`src/rtl/log2_pkg.sv`:
```
// rtl/log2_pkg.sv - shared state encoding, result constants and width helper for the log2 unit
package log2_pkg;

   typedef enum logic [1:0] {
      ST_IDLE,
      ST_CALC,
      ST_DONE
   } log2_state_t;

   // Slice to OW bits for the all-ones (-1) result reported for a zero operand.
   localparam logic [31:0] LOG2_ZERO_RES = '1;

   function automatic int log2_ow(input int w);
      return $clog2(w) + 1;
   endfunction

endpackage

```
`src/rtl/log2_step.sv`:
```
// rtl/log2_step.sv - one binary-search step of floor(log2): try a shift of 2^k,
// keep it and set result bit k if anything remains
module log2_step
   import log2_pkg::*;
#(
   parameter int W  = 32,
   parameter int LW = $clog2(W),
   parameter int KW = (LW > 1) ? $clog2(LW) : 1
) (
   input  logic [W-1:0]  v,
   input  logic [LW-1:0] r,
   input  logic [KW-1:0] k,
   output logic [W-1:0]  v_nxt,
   output logic [LW-1:0] r_nxt
);

   logic [LW-1:0] sh;
   logic [W-1:0]  vs;

   always_comb begin
      sh    = LW'(1) << k;
      vs    = v >> sh;
      v_nxt = v;
      r_nxt = r;
      if (vs != '0) begin
         v_nxt = vs;
         r_nxt = r | (LW'(1) << k);
      end
   end

endmodule

```
`src/rtl/log2_seq.sv`:
```
// rtl/log2_seq.sv - multi-cycle floor(log2) with valid/ready on both sides, one search step per clock;
// define LOG2_EXACT_EN to add the out_exact (power-of-two) flag
module log2_seq
   import log2_pkg::*;
#(
   parameter  int W  = 32,
   localparam int LW = $clog2(W),
   localparam int OW = log2_ow(W)
) (
   input  logic          clk,
   input  logic          rst_n,
   input  logic          in_valid,
   input  logic [W-1:0]  in_data,
   output logic          in_ready,
   output logic          out_valid,
   input  logic          out_ready,
   output logic [OW-1:0] out_data,
   output logic          out_zero
`ifdef LOG2_EXACT_EN
   ,
   output logic          out_exact
`endif
);

   localparam int KW = (LW > 1) ? $clog2(LW) : 1;

   log2_state_t   state, state_nxt;
   logic [W-1:0]  v, v_nxt;
   logic [LW-1:0] r, r_nxt;
   logic [KW-1:0] k;

   log2_step #(.W(W), .LW(LW), .KW(KW)) u_step (
      .v     (v),
      .r     (r),
      .k     (k),
      .v_nxt (v_nxt),
      .r_nxt (r_nxt)
   );

   always_ff @(posedge clk or negedge rst_n) begin
      if (!rst_n) state <= ST_IDLE;
      else        state <= state_nxt;
   end

   always_comb begin
      state_nxt = state;
      in_ready  = 1'b0;
      out_valid = 1'b0;
      case (state)
         ST_IDLE: begin
            in_ready = 1'b1;
            if (in_valid) state_nxt = (in_data == '0) ? ST_DONE : ST_CALC;
         end
         ST_CALC: begin
            if (k == '0) state_nxt = ST_DONE;
         end
         ST_DONE: begin
            out_valid = 1'b1;
            if (out_ready) state_nxt = ST_IDLE;
         end
         default: state_nxt = ST_IDLE;
      endcase
   end

   // Search walks k from LW-1 down to 0; the single step instance is reused every CALC cycle.
   always_ff @(posedge clk or negedge rst_n) begin
      if (!rst_n) begin
         v        <= '0;
         r        <= '0;
         k        <= '0;
         out_data <= '0;
         out_zero <= 1'b0;
      end else begin
         case (state)
            ST_IDLE: if (in_valid) begin
               v        <= in_data;
               r        <= '0;
               k        <= KW'(LW - 1);
               out_zero <= (in_data == '0);
               if (in_data == '0) out_data <= LOG2_ZERO_RES[OW-1:0];
            end
            ST_CALC: begin
               v <= v_nxt;
               r <= r_nxt;
               k <= k - KW'(1);
               if (k == '0) out_data <= {1'b0, r_nxt};
            end
            default: ;
         endcase
      end
   end

`ifdef LOG2_EXACT_EN
   always_ff @(posedge clk or negedge rst_n) begin
      if (!rst_n)
         out_exact <= 1'b0;
      else if (state == ST_IDLE && in_valid)
         out_exact <= (in_data != '0) && ((in_data & (in_data - W'(1))) == '0);
   end
`endif

endmodule

```
`config.mk`:
```
export PLATFORM = sky130hd
export DESIGN_NAME = log2_seq
export DESIGN_NICKNAME = d
export VERILOG_FILES = /design/src/rtl/log2_pkg.sv /design/src/rtl/log2_step.sv /design/src/rtl/log2_seq.sv
export SDC_FILE = /design/constraint.sdc
export NUM_CORES = 1
export LEC_CHECK = 0
export CAP_MARGIN = 15
export CORE_ASPECT_RATIO = 0.8
export CORE_MARGIN = 1.5
export CORE_UTILIZATION = 52
export DETAILED_ROUTE_END_ITERATION = 8
export GPL_TIMING_DRIVEN = 0
export PLACE_DENSITY = 0.77
export SLEW_MARGIN = 20
export SYNTH_ARGS = -nofsm -noshare
export SYNTH_HDL_FRONTEND = slang
export SYNTH_HIERARCHICAL = 1
export SYNTH_SLANG_ARGS = --single-unit
```
`constraint.sdc`:
```
create_clock -name clk -period 2.35 [get_ports clk]
set_input_delay 0.47 -clock clk [delete_from_list [all_inputs] [get_ports clk]]
set_output_delay 0.47 -clock clk [all_outputs]
set_load 0.03 [all_outputs]
```
Yosys cells after proc, flatten, opt, wreduce, memory -nomap -nowiden. Index checks and enable logic that the tools add are counted. Widths: inputs -> output; s select.

Add/subtract/negate cells: 1. Multipliers: 0. Divide/modulo/power cells: 0. $lt $le $gt $ge: 0. Equality and inequality tests: 7. Shift-type cells: 2. Muxes and demuxes: 19. Bitwise gates (word level): 1. Reductions and logical operators: 10.

Operator list (number): $mux 32 (2); $pmux 32 s2 (1); $logic_not 32->1 (1); $reduce_bool 32->1 (1); $shr 32x5->32 (1); $mux 6 (3); $pmux 6 s2 (1); $mux 5 (2); $pmux 5 s2 (1); $mux 2 (4); $ne 2x2->1 const B (4); $pmux 2 s3 (1); $pmux 3 s2 (1); $reduce_and 3->1 (2); $or 5x5->5 (1); $shl 1x3->5 const A (1); $reduce_and 2->1 (2); $reduce_and 4->1 (1); $logic_not 3->1 (1); $mux 3 (1); $sub 3x1->3 const B (1); $eq 2x1->1 const B (1); $eq 2x2->1 const B (1); $logic_not 2->1 (1); other kinds (3) (4).

Flip-flop bits (word level): 49. Bits in latches: 0. Bits in writable memories: 0. Memory bits (read-only): 0. Input bits: 36. Logic and storage cells: 46. Memories kept: 0.

Depth between registers and ports, before layout. Gate-level depths: netlist (run 1).

Depth in word-level cells: 6. Mapped depth: 14. Gate-level depth less buffers: 9.

Modules after synthesis. Netlist (run 1), hierarchy kept.

By module, submodules not included: log2_seq (instances 1, cells each 232, area an instance 2215.9 sq um, sequential area each 1226.2 sq um); log2_step (instances 1, cells each 298, area an instance 1940.6 sq um, sequential area each 0.0 sq um).

Worst setup path before layout (run 1). Ideal clock, no wire load.

Path type: reg2reg. Start point: register k[1]. End point: register out_data[0]. Library setup time: 0.132 ns. Arrival time: 2.499 ns. Required time: 2.218 ns. Slack: -0.281 ns. Stages on the path, launching flop included: 13. Period minus slack after synthesis: 2.631 ns. Cell sequence: dfrtp_1 -> buf_6 -> buf_6 -> mux4_2 -> mux2i_1 -> o41a_1 -> nand4_1 -> nor4_2 -> o2111ai_1 -> buf_2 -> a31o_1 -> o22ai_1 -> a21oi_1.

Longest elaborated chain between the ends: 6. Elaborated cells on any way between the ends: 10. Classes of those cells: 1 x eq/ne; 2 x shift; 3 x mux; 1 x bitwise; 3 x reduce/logical.

RTL lines: start: declaration (line log2_seq.sv:30) `logic [KW-1:0] k;`; start signal: assignment (line log2_seq.sv:78) `k <= KW'(LW - 1);`; start signal: assignment (line log2_seq.sv:85) `k <= k - KW'(1);`; $shl 1x3->5 (*) (line log2_step.sv:21, log2_step.sv:27); $shr 32x5->32 (line log2_step.sv:22) `vs = v >> sh;`; $reduce_bool 32->1 (line log2_step.sv:25) `if (vs != '0) begin`; $mux 5 (*) (line log2_step.sv:25); named net r_nxt[0] (line log2_seq.sv:29) `logic [LW-1:0] r, r_nxt;`; $mux 6 (*) (line log2_seq.sv:86) `if (k == '0) out_data <= {1'b0, r_nxt};`; $pmux 6 s2 (*) (line log2_seq.sv:74) `case (state)`; end signal: assignment (line log2_seq.sv:80) `if (in_data == '0) out_data <= LOG2_ZERO_RES[OW-1:0];`; end signal: assignment (line log2_seq.sv:86); end: declaration (line log2_seq.sv:17) `output logic [OW-1:0] out_data,`.

Mark *: on every way through the listed nets, which the timed path passes. The rest lies on a longest branch. The select of a mux whose other input is x is not followed. A chain may end at the register's enable or synchronous reset.

Worst setup path in the final report (run 1).
Start point: register k[1]. End point: register v[0].

Elaborated cells on any way between the ends: 7. Classes of those cells: 1 x eq/ne; 2 x shift; 2 x mux; 2 x reduce/logical.

RTL lines: $shl 1x3->5 (line log2_step.sv:21) `sh = LW'(1) << k;`; $shr 32x5->32 (line log2_step.sv:22); $mux 32 (line log2_step.sv:25); named net v_nxt[0] (line log2_seq.sv:28) `logic [W-1:0] v, v_nxt;`; $pmux 32 s2 (line log2_seq.sv:74); end signal: assignment (line log2_seq.sv:76) `v <= in_data;`; end signal: assignment (line log2_seq.sv:83) `v <= v_nxt;`; end: declaration (line log2_seq.sv:28).

The timed path passes the listed nets, and every way through them passes these cells. The select of a mux whose other input is x is not followed.

==> results of run 1 <==
-- kinds of logic after synthesis --
| group | share of synthesized area (%) |
|---|---|
| buffers and inverters | 9.15 |
| AOI/OAI and AO/OA | 28.5 |
| and+or+nand+nor | 25.0 |
| muxes | 7.22 |
| adders and majority gates | 0.602 |
| DFF | 29.5 |
-- synthesized netlist by cell type (all sizes together) (3+ instances only) --
cell and number:
o21bai 3, a32oi 4, inv 26, nor2b 10, nor3b 4, o32ai 3
dfrtp 49, nand4 3, clkbuf 7, nor4 11, o211ai 10, a22oi 30
nand2 94, o221ai 5, a221oi 3, nand3 13, a31o 4, a2111oi 3
a211oi 8, buf 35, a21oi 19, nand2b 11, mux2i 21, nor2 37
a2bb2oi 4, o21ai 37, o22ai 19, a21o 3, or2 5, a31oi 7
nor3 6, mux4 3
-- report_power, final --
part	internal (mW)	switching, mW
clock network	0.225	0.381
registers	1.24	0.739
logic	3.14	4.32
total	4.61	5.44
-- placed cells by master, fill, tap and decap left out, drive strengths merged, types with 4 or more instances in the layout --
cell            n
o22ai          19
clkbuf         12
nand2          94
a211oi          8
nand3          13
o21ai          37
a22oi          30
nand2b         11
a31o            4
o221ai          5
clkdlybuf4s50  42
o211ai         10
nor3            6
nor2b          10
nor4           11
a2bb2oi         4
a32oi           4
a21oi          19
dfrtp          49
or2             5
inv            29
mux2i          21
nor3b           4
buf            74
nor2           37
a31oi           7
-- final timing paths --
| kind | startpoint | end | slack (ns) |
|---|---|---|---|
| setup / recovery | k[1]$_DFFE_PN0P_ | v[0]$_DFFE_PN0P_ | -0.82 |
| hold / removal | rst_n | v[10]$_DFFE_PN0P_ | 0.16 |
| setup reg to reg | k[1]$_DFFE_PN0P_ | v[0]$_DFFE_PN0P_ | -0.82 |
| hold reg to reg | r[0]$_DFFE_PN0P_ | r[0]$_DFFE_PN0P_ | 0.56 |
| max in group asynchronous | rst_n | k[2]$_DFFE_PN0P_ | 1.69 |
| min in group clk | r[0]$_DFFE_PN0P_ | r[0]$_DFFE_PN0P_ | 0.56 |
-- worst reg2reg max path: cells and delay by family (launching register included) --
kind	cells	cell delay, ns
buffers and inverters	3	0.48
flip-flops	1	0.40
multiplexers	2	0.71
AO/OA/AOI/OAI	4	0.78
AND/OR/NAND/NOR	3	0.71
-- layer usage --
| layer | GRT usage, % | vias to the layer above |
|---|---|---|
| li1 | - | 2147 |
| met1 | 58.8 | 2368 |
| met2 | 61.5 | 406 |
| met3 | 10.9 | 111 |
| met4 | 18.3 | 0 |
| met5 | 0 | - |
-- registers in the layout, indices dropped and copies added (netlist names) --
| register | flops |
|---|---|
| out_data | 6 |
| r | 5 |
| k | 3 |
| out_zero | 1 |
| state | 2 |
| v | 32 |
-- repair_timing --
item	CTS	global route
endpoints found under the setup margin	31	29
pin swaps	14	27
gates cloned	2	1
hold endpoints to repair	0	0
hold buffers	0	0
resized for setup	57	56
setup buffers	27	17
-- per-stage QoR --
step                hold slack [ns]  instances  util, %
detailed placement            0.494        679     62.7
global placement              0.471        679     62.7
CTS                           0.184        716     69.3
floorplan                     0.174        530        -
global route                  0.212        725     73.9
finish                        0.156        725     73.9
-- area by class of cell --
cell class	instances	area (µm²)	share of cell area [%]
multi-input combinational	412	2880	51.5
inverter	27	104	1.86
timing repair buffer	82	764	13.7
tap	105	131	2.35
sequential	49	1230	22.0
buffer	42	383	6.85
clock inverter	3	28.8	0.515
clock buffer	5	68.8	1.23
==> impl_metrics.toml, run 1 <==
[timing]
tightest_slew_ns = 0.671
worst_slack_ns = -0.815
hold_viol_final = 0
slew_headroom_pct = 55.3
fmax_mhz = 316
layout_worst_path_cycle_share_pct = 135
final_max_slew_viol_count = 0
rsz0062_at_grt = "true"
tns_ns = -18.01
setup_viol = 26
skew_ns = 0.0142
post-route-min-period_ns = 3.17

[final_layout]
diodes = 0
fillCellCount = 588
design_area_um2 = 5590
areaGrowthSynthToFinish_pct = 34.5
drive_gt1_share_pct = 24.7
finalNetCount = 657

[critical_path]
cp.arrival_ns = 3.41
slowest_stage = "mux4_2"
cp_slowest_stage_delay_ns = 0.50
cp.required_ns = 2.60
critPathTopFamily = "compound AO/OA/AOI/OAI gates"
worst-path-buf-inv = 3
path_common_cell = "buf_6"
path_max_fanout = 10
critical_path.cell_chain = "buf_6 -> buf_12 -> mux4_2 -> mux2i_2 -> o41a_1 -> nand4_1 -> nor4_4 -> o2111ai_4 -> buf_6 -> o21bai_1 -> nor2_1 -> a31oi_1"
crit_cells = 12
worstSetupPathType = "reg2reg"
startpoint_type = "flop"
end_kind = "flop"
r2r_cells = 12

[synth]
netlist.area_leader.share_pct = 29.5
synth-seq-cells = 49
synth_edf_count = 0
async_reset_ff_share_pct = 100
synthDistinctLibCells = 73
yosysTopAreaCell = "dfrtp_1"
synth_seq_area_share_pct = 29.5
syn_inst = 530
yosysWarnings = 6
syn_nets = 568
synth_ff_type = "dfrtp_1"
avgSynthCellArea_um2 = 7.84
synthesis.area_um2 = 4160
netlist_top_cells_area = "dfrtp_1 (30%), nand2_1 (8.4%), a22oi_1 (5.4%)"

[detailed_routing]
wl_met1_um = 7180
vias_per_cell = 6.94
routedWlPerCell_um = 25.2
top_layer_used = "met4"
wl_um = 18300
met3_length_um = 2270
wl_met2_um = 7870
vias = 5032
initialDrtViolationCount = 669
drt_pass1_iterations = 6
postRouteAntennaNets = 0
drc = 0

[power_and_ir_drop]
power_density_nw_per_um2 = 1800
peakVddDrop_mv = 1.13
totalPowerFinal_mw = 10.0
cellLeakagePower_nw = 2.37

[floorplan]
dieArea_um2 = 8540
core_area_um2 = 7570
start_util_pct = 54.9
num_rows = 28
die_height_um = 83.0
io_pins = 45
die_w_um = 103

[cts]
cts_root_buf = "clkbuf_8"
clk_path_buf_depth = 2
clock_latency_ns = 0.34
numCtsBuffers = 5
cts.sinks = 49
cts.clk_slew.worst_paths_ns = 0.12
tritoncts = "yes"
htree_levels = 2

[grt]
grt_usage_pct = 42.2
antenna_found_initial = 0
grt_pass1_vias = 4831
grt.overflow.total = 0
grt_max_degree = 50
grt_pass1_wl_um = 27000

[placed_design]
post-place-ws_ns = -1.04
io_buffers = 44
place_congestion = 1.03
hpwl_um = 12200
dpl_cell_area_um2 = 4740

[status]
status = "finished, violations left"
failed_checks = "setup timing"

[flow_run]
cap_violations = 0

[hold_path]
holdCritPathClass = "in2async"
Power figures use the tool's default switching activity.
==> run 2, diff against run 1 <==
- TNS_END_PERCENT: not set -> 30
==> run 2 against run 1 <==
The flow still finishes with violations (setup timing). Clock power fell by 3%. Clock skew fell by 0.0066 ns. Routed wire length fell by 1.6%. First-iteration DRC count rose by 0.90%. Sequential share of layout area rose by 0.94 points. Clock-buffer cell count did not move. Via count barely moved. Worst hold slack got worse by 0.043 ns. Die area did not move. Critical path type unchanged.
==> impl_metrics.toml, run 2 (same netlist as run 1, synthesis figures left out) <==
[timing]
hold_viol_final = 0
slew_headroom_pct = 53.3
skew_ns = 0.00761
fmax_mhz = 318
rsz0062_at_grt = "true"
layout_worst_path_cycle_share_pct = 134
setup_viol = 26
worst_slack_ns = -0.792
final_max_slew_viol_count = 0
holdWs_ns = 0.113
tightest_slew_ns = 0.696
post-route-min-period_ns = 3.14

[final_layout]
ff_latch_area_um2 = 1230
largest_register_ffs = 32
reg_top3 = "v x32, out_data x6, r x5"
diodes = 0
design_area_um2 = 5350
areaGrowthSynthToFinish_pct = 28.8
finalNetCount = 648
final_common_cell = "nand2_1"
multi_input_area_um2 = 2760
final_cell_mix = "nand2_1 (93), dfrtp_1 (47), clkdlybuf4s50_1 (42)"
drive_gt1_share_pct = 20.8
fillCellCount = 617
regMostFlops = "v"

[placed_design]
dpl_cell_area_um2 = 4750
place_congestion = 1.03
hpwl_um = 12200
io_buffers = 44

[critical_path]
critical_path.cell_chain = "buf_6 -> bufbuf_16 -> and2_1 -> a2111oi_1 -> o41a_1 -> nand4_1 -> nor4_4 -> buf_4 -> o2111ai_4 -> buf_6 -> buf_6 -> o21ai_2 -> o22ai_1 -> nor2_1"
cp.required_ns = 2.61
worst-path-buf-inv = 5
end_kind = "flop"
slowest_stage = "dfrtp_2"
endpoint = "v[6]$_DFFE_PN0P_"
critPathTopFamily = "compound AO/OA/AOI/OAI gates"
cp_slowest_stage_delay_ns = 0.47
cp.arrival_ns = 3.40
rr_endpoint = "v[6]$_DFFE_PN0P_"
startpoint = "k[1]$_DFFE_PN0P_"
reg2reg_from = "k[1]$_DFFE_PN0P_"
path_max_fanout = 6
path_common_cell = "buf_6"
reg2reg_slack_ns = -0.79
worstSetupPathType = "reg2reg"
startpoint_type = "flop"
crit_cells = 14
r2r_cells = 14

[grt]
antenna_found_initial = 0
grt_pass1_vias = 4857
grt_pass1_wl_um = 27400
grt_max_degree = 31
grt_usage_pct = 42.3
grt.overflow.total = 0

[detailed_routing]
postRouteAntennaNets = 0
routedWlPerCell_um = 25.1
wl_um = 18000
vias_per_cell = 7.02
drc = 0
initialDrtViolationCount = 675
vias = 5027
drt_pass1_iterations = 7

[hold_path]
holdCritPathClass = "in2async"

[floorplan]
dieArea_um2 = 8540
start_util_pct = 54.9
core_area_um2 = 7570
io_pins = 45
die_height_um = 83.0
die_w_um = 103
num_rows = 28

[power_and_ir_drop]
cellLeakagePower_nw = 2.29
pwr-share-seq_pct = 20.7
p_sw_share_pct = 54.5
power_density_nw_per_um2 = 1770
p_clk_share_pct = 6.2
power_switching_mw = 5.17
peakVddDrop_mv = 1.10
comb_power_share_pct = 73.1
p_int_mw = 4.31

[cts]
cts.sinks = 49
cts_root_buf = "clkbuf_8"
cts.clk_slew.worst_paths_ns = 0.11
clock_latency_ns = 0.33
htree_levels = 2
cts_hold_buffers = 0
clk_path_buf_depth = 2
tritoncts = "yes"
numCtsBuffers = 5

[status]
failed_checks = "setup timing"
status = "finished, violations left"

[flow_run]
cap_violations = 0
-- run 2: cell types whose count changed in the layout (fill, tap and decap cells not counted), sizes merged --
cell    previous run  this run
buf               74        62
bufbuf             0         1
clkbuf            12        14
clkinv             1         2
inv               29        28
-- run 2: metal layers --
metal	routed length, µm	track usage, %
met1	6830	57.1
met5	0	0
met4	801	18.3
met2	7920	62.6
met3	2450	12.2
-- run 2: timing repair --
action / in CTS / in global routing
cloned: 2 / 0
setup endpoints to repair: 31 / 28
pin swaps: 10 / 8
buffers inserted: 19 / 7
resized for setup: 60 / 16
-- run 2: power by group through the flow --
| stage | Combinational (mW) | Sequential (mW) | Clock [mW] |
|---|---|---|---|
| 2_1_floorplan | 4.00 | 1.70 | 0 |
| 4_1_cts | 6.46 | 1.89 | 0.586 |
| 5_1_grt | 7.27 | 1.97 | 0.618 |
| 3_3_place_gp | 5.50 | 1.89 | 0 |
| 6_report | 6.93 | 1.96 | 0.587 |
| 3_5_place_dp | 5.59 | 1.90 | 0 |
-- run 2: worst register-to-register path, stage by stage (launching register included) --
cell,delay [ns]
dfrtp_2,0.47
buf_6,0.16
bufbuf_16,0.27
and2_1,0.13
a2111oi_1,0.42
o41a_1,0.22
nand4_1,0.17
nor4_4,0.24
buf_4,0.18
o2111ai_4,0.16
buf_6,0.19
buf_6,0.12
o21ai_2,0.12
o22ai_1,0.08
nor2_1,0.16
-- run 2: layout make-up --
cell class / count / share of cell area [%]
plain buffers: 42 / 6.10
clock buffers: 5 / 1.29
multi-input cells: 412 / 51.6
well taps: 105 / 2.45
flip-flops and latches: 49 / 22.9
repair buffers: 73 / 13.2
inverters: 27 / 1.92
clock inverters: 3 / 0.538
-- run 2: worst min path at each step --
| stage | end | startpoint | cells past startpoint | slack [ns] |
|---|---|---|---|---|
| detailed placement | v[14]$_DFFE_PN0P_ | rst_n | 1 | 0.48 |
| global placement | out_zero$_DFFE_PN0P_ | out_zero$_DFFE_PN0P_ | 2 | 0.47 |
| floorplan | k[0]$_DFFE_PN0P_ | rst_n | 0 | 0.17 |
| global route | v[9]$_DFFE_PN0P_ | rst_n | 1 | 0.15 |
| CTS | v[9]$_DFFE_PN0P_ | rst_n | 1 | 0.13 |
| finish | v[14]$_DFFE_PN0P_ | rst_n | 1 | 0.11 |
-- run 2: stage by stage --
step                total power, mW  cells  util, %  TNS, ns  setup WS, ns
floorplan                      5.70    530        -    -4.30        -0.280
global placement               7.39    679     62.5   -57.71         -1.11
detailed placement             7.49    680     62.7   -25.40         -1.07
CTS                            8.93    709     69.4   -12.51        -0.577
global route                   9.87    716     70.8   -20.25        -0.869
finish                         9.48    716     70.8   -17.84        -0.792
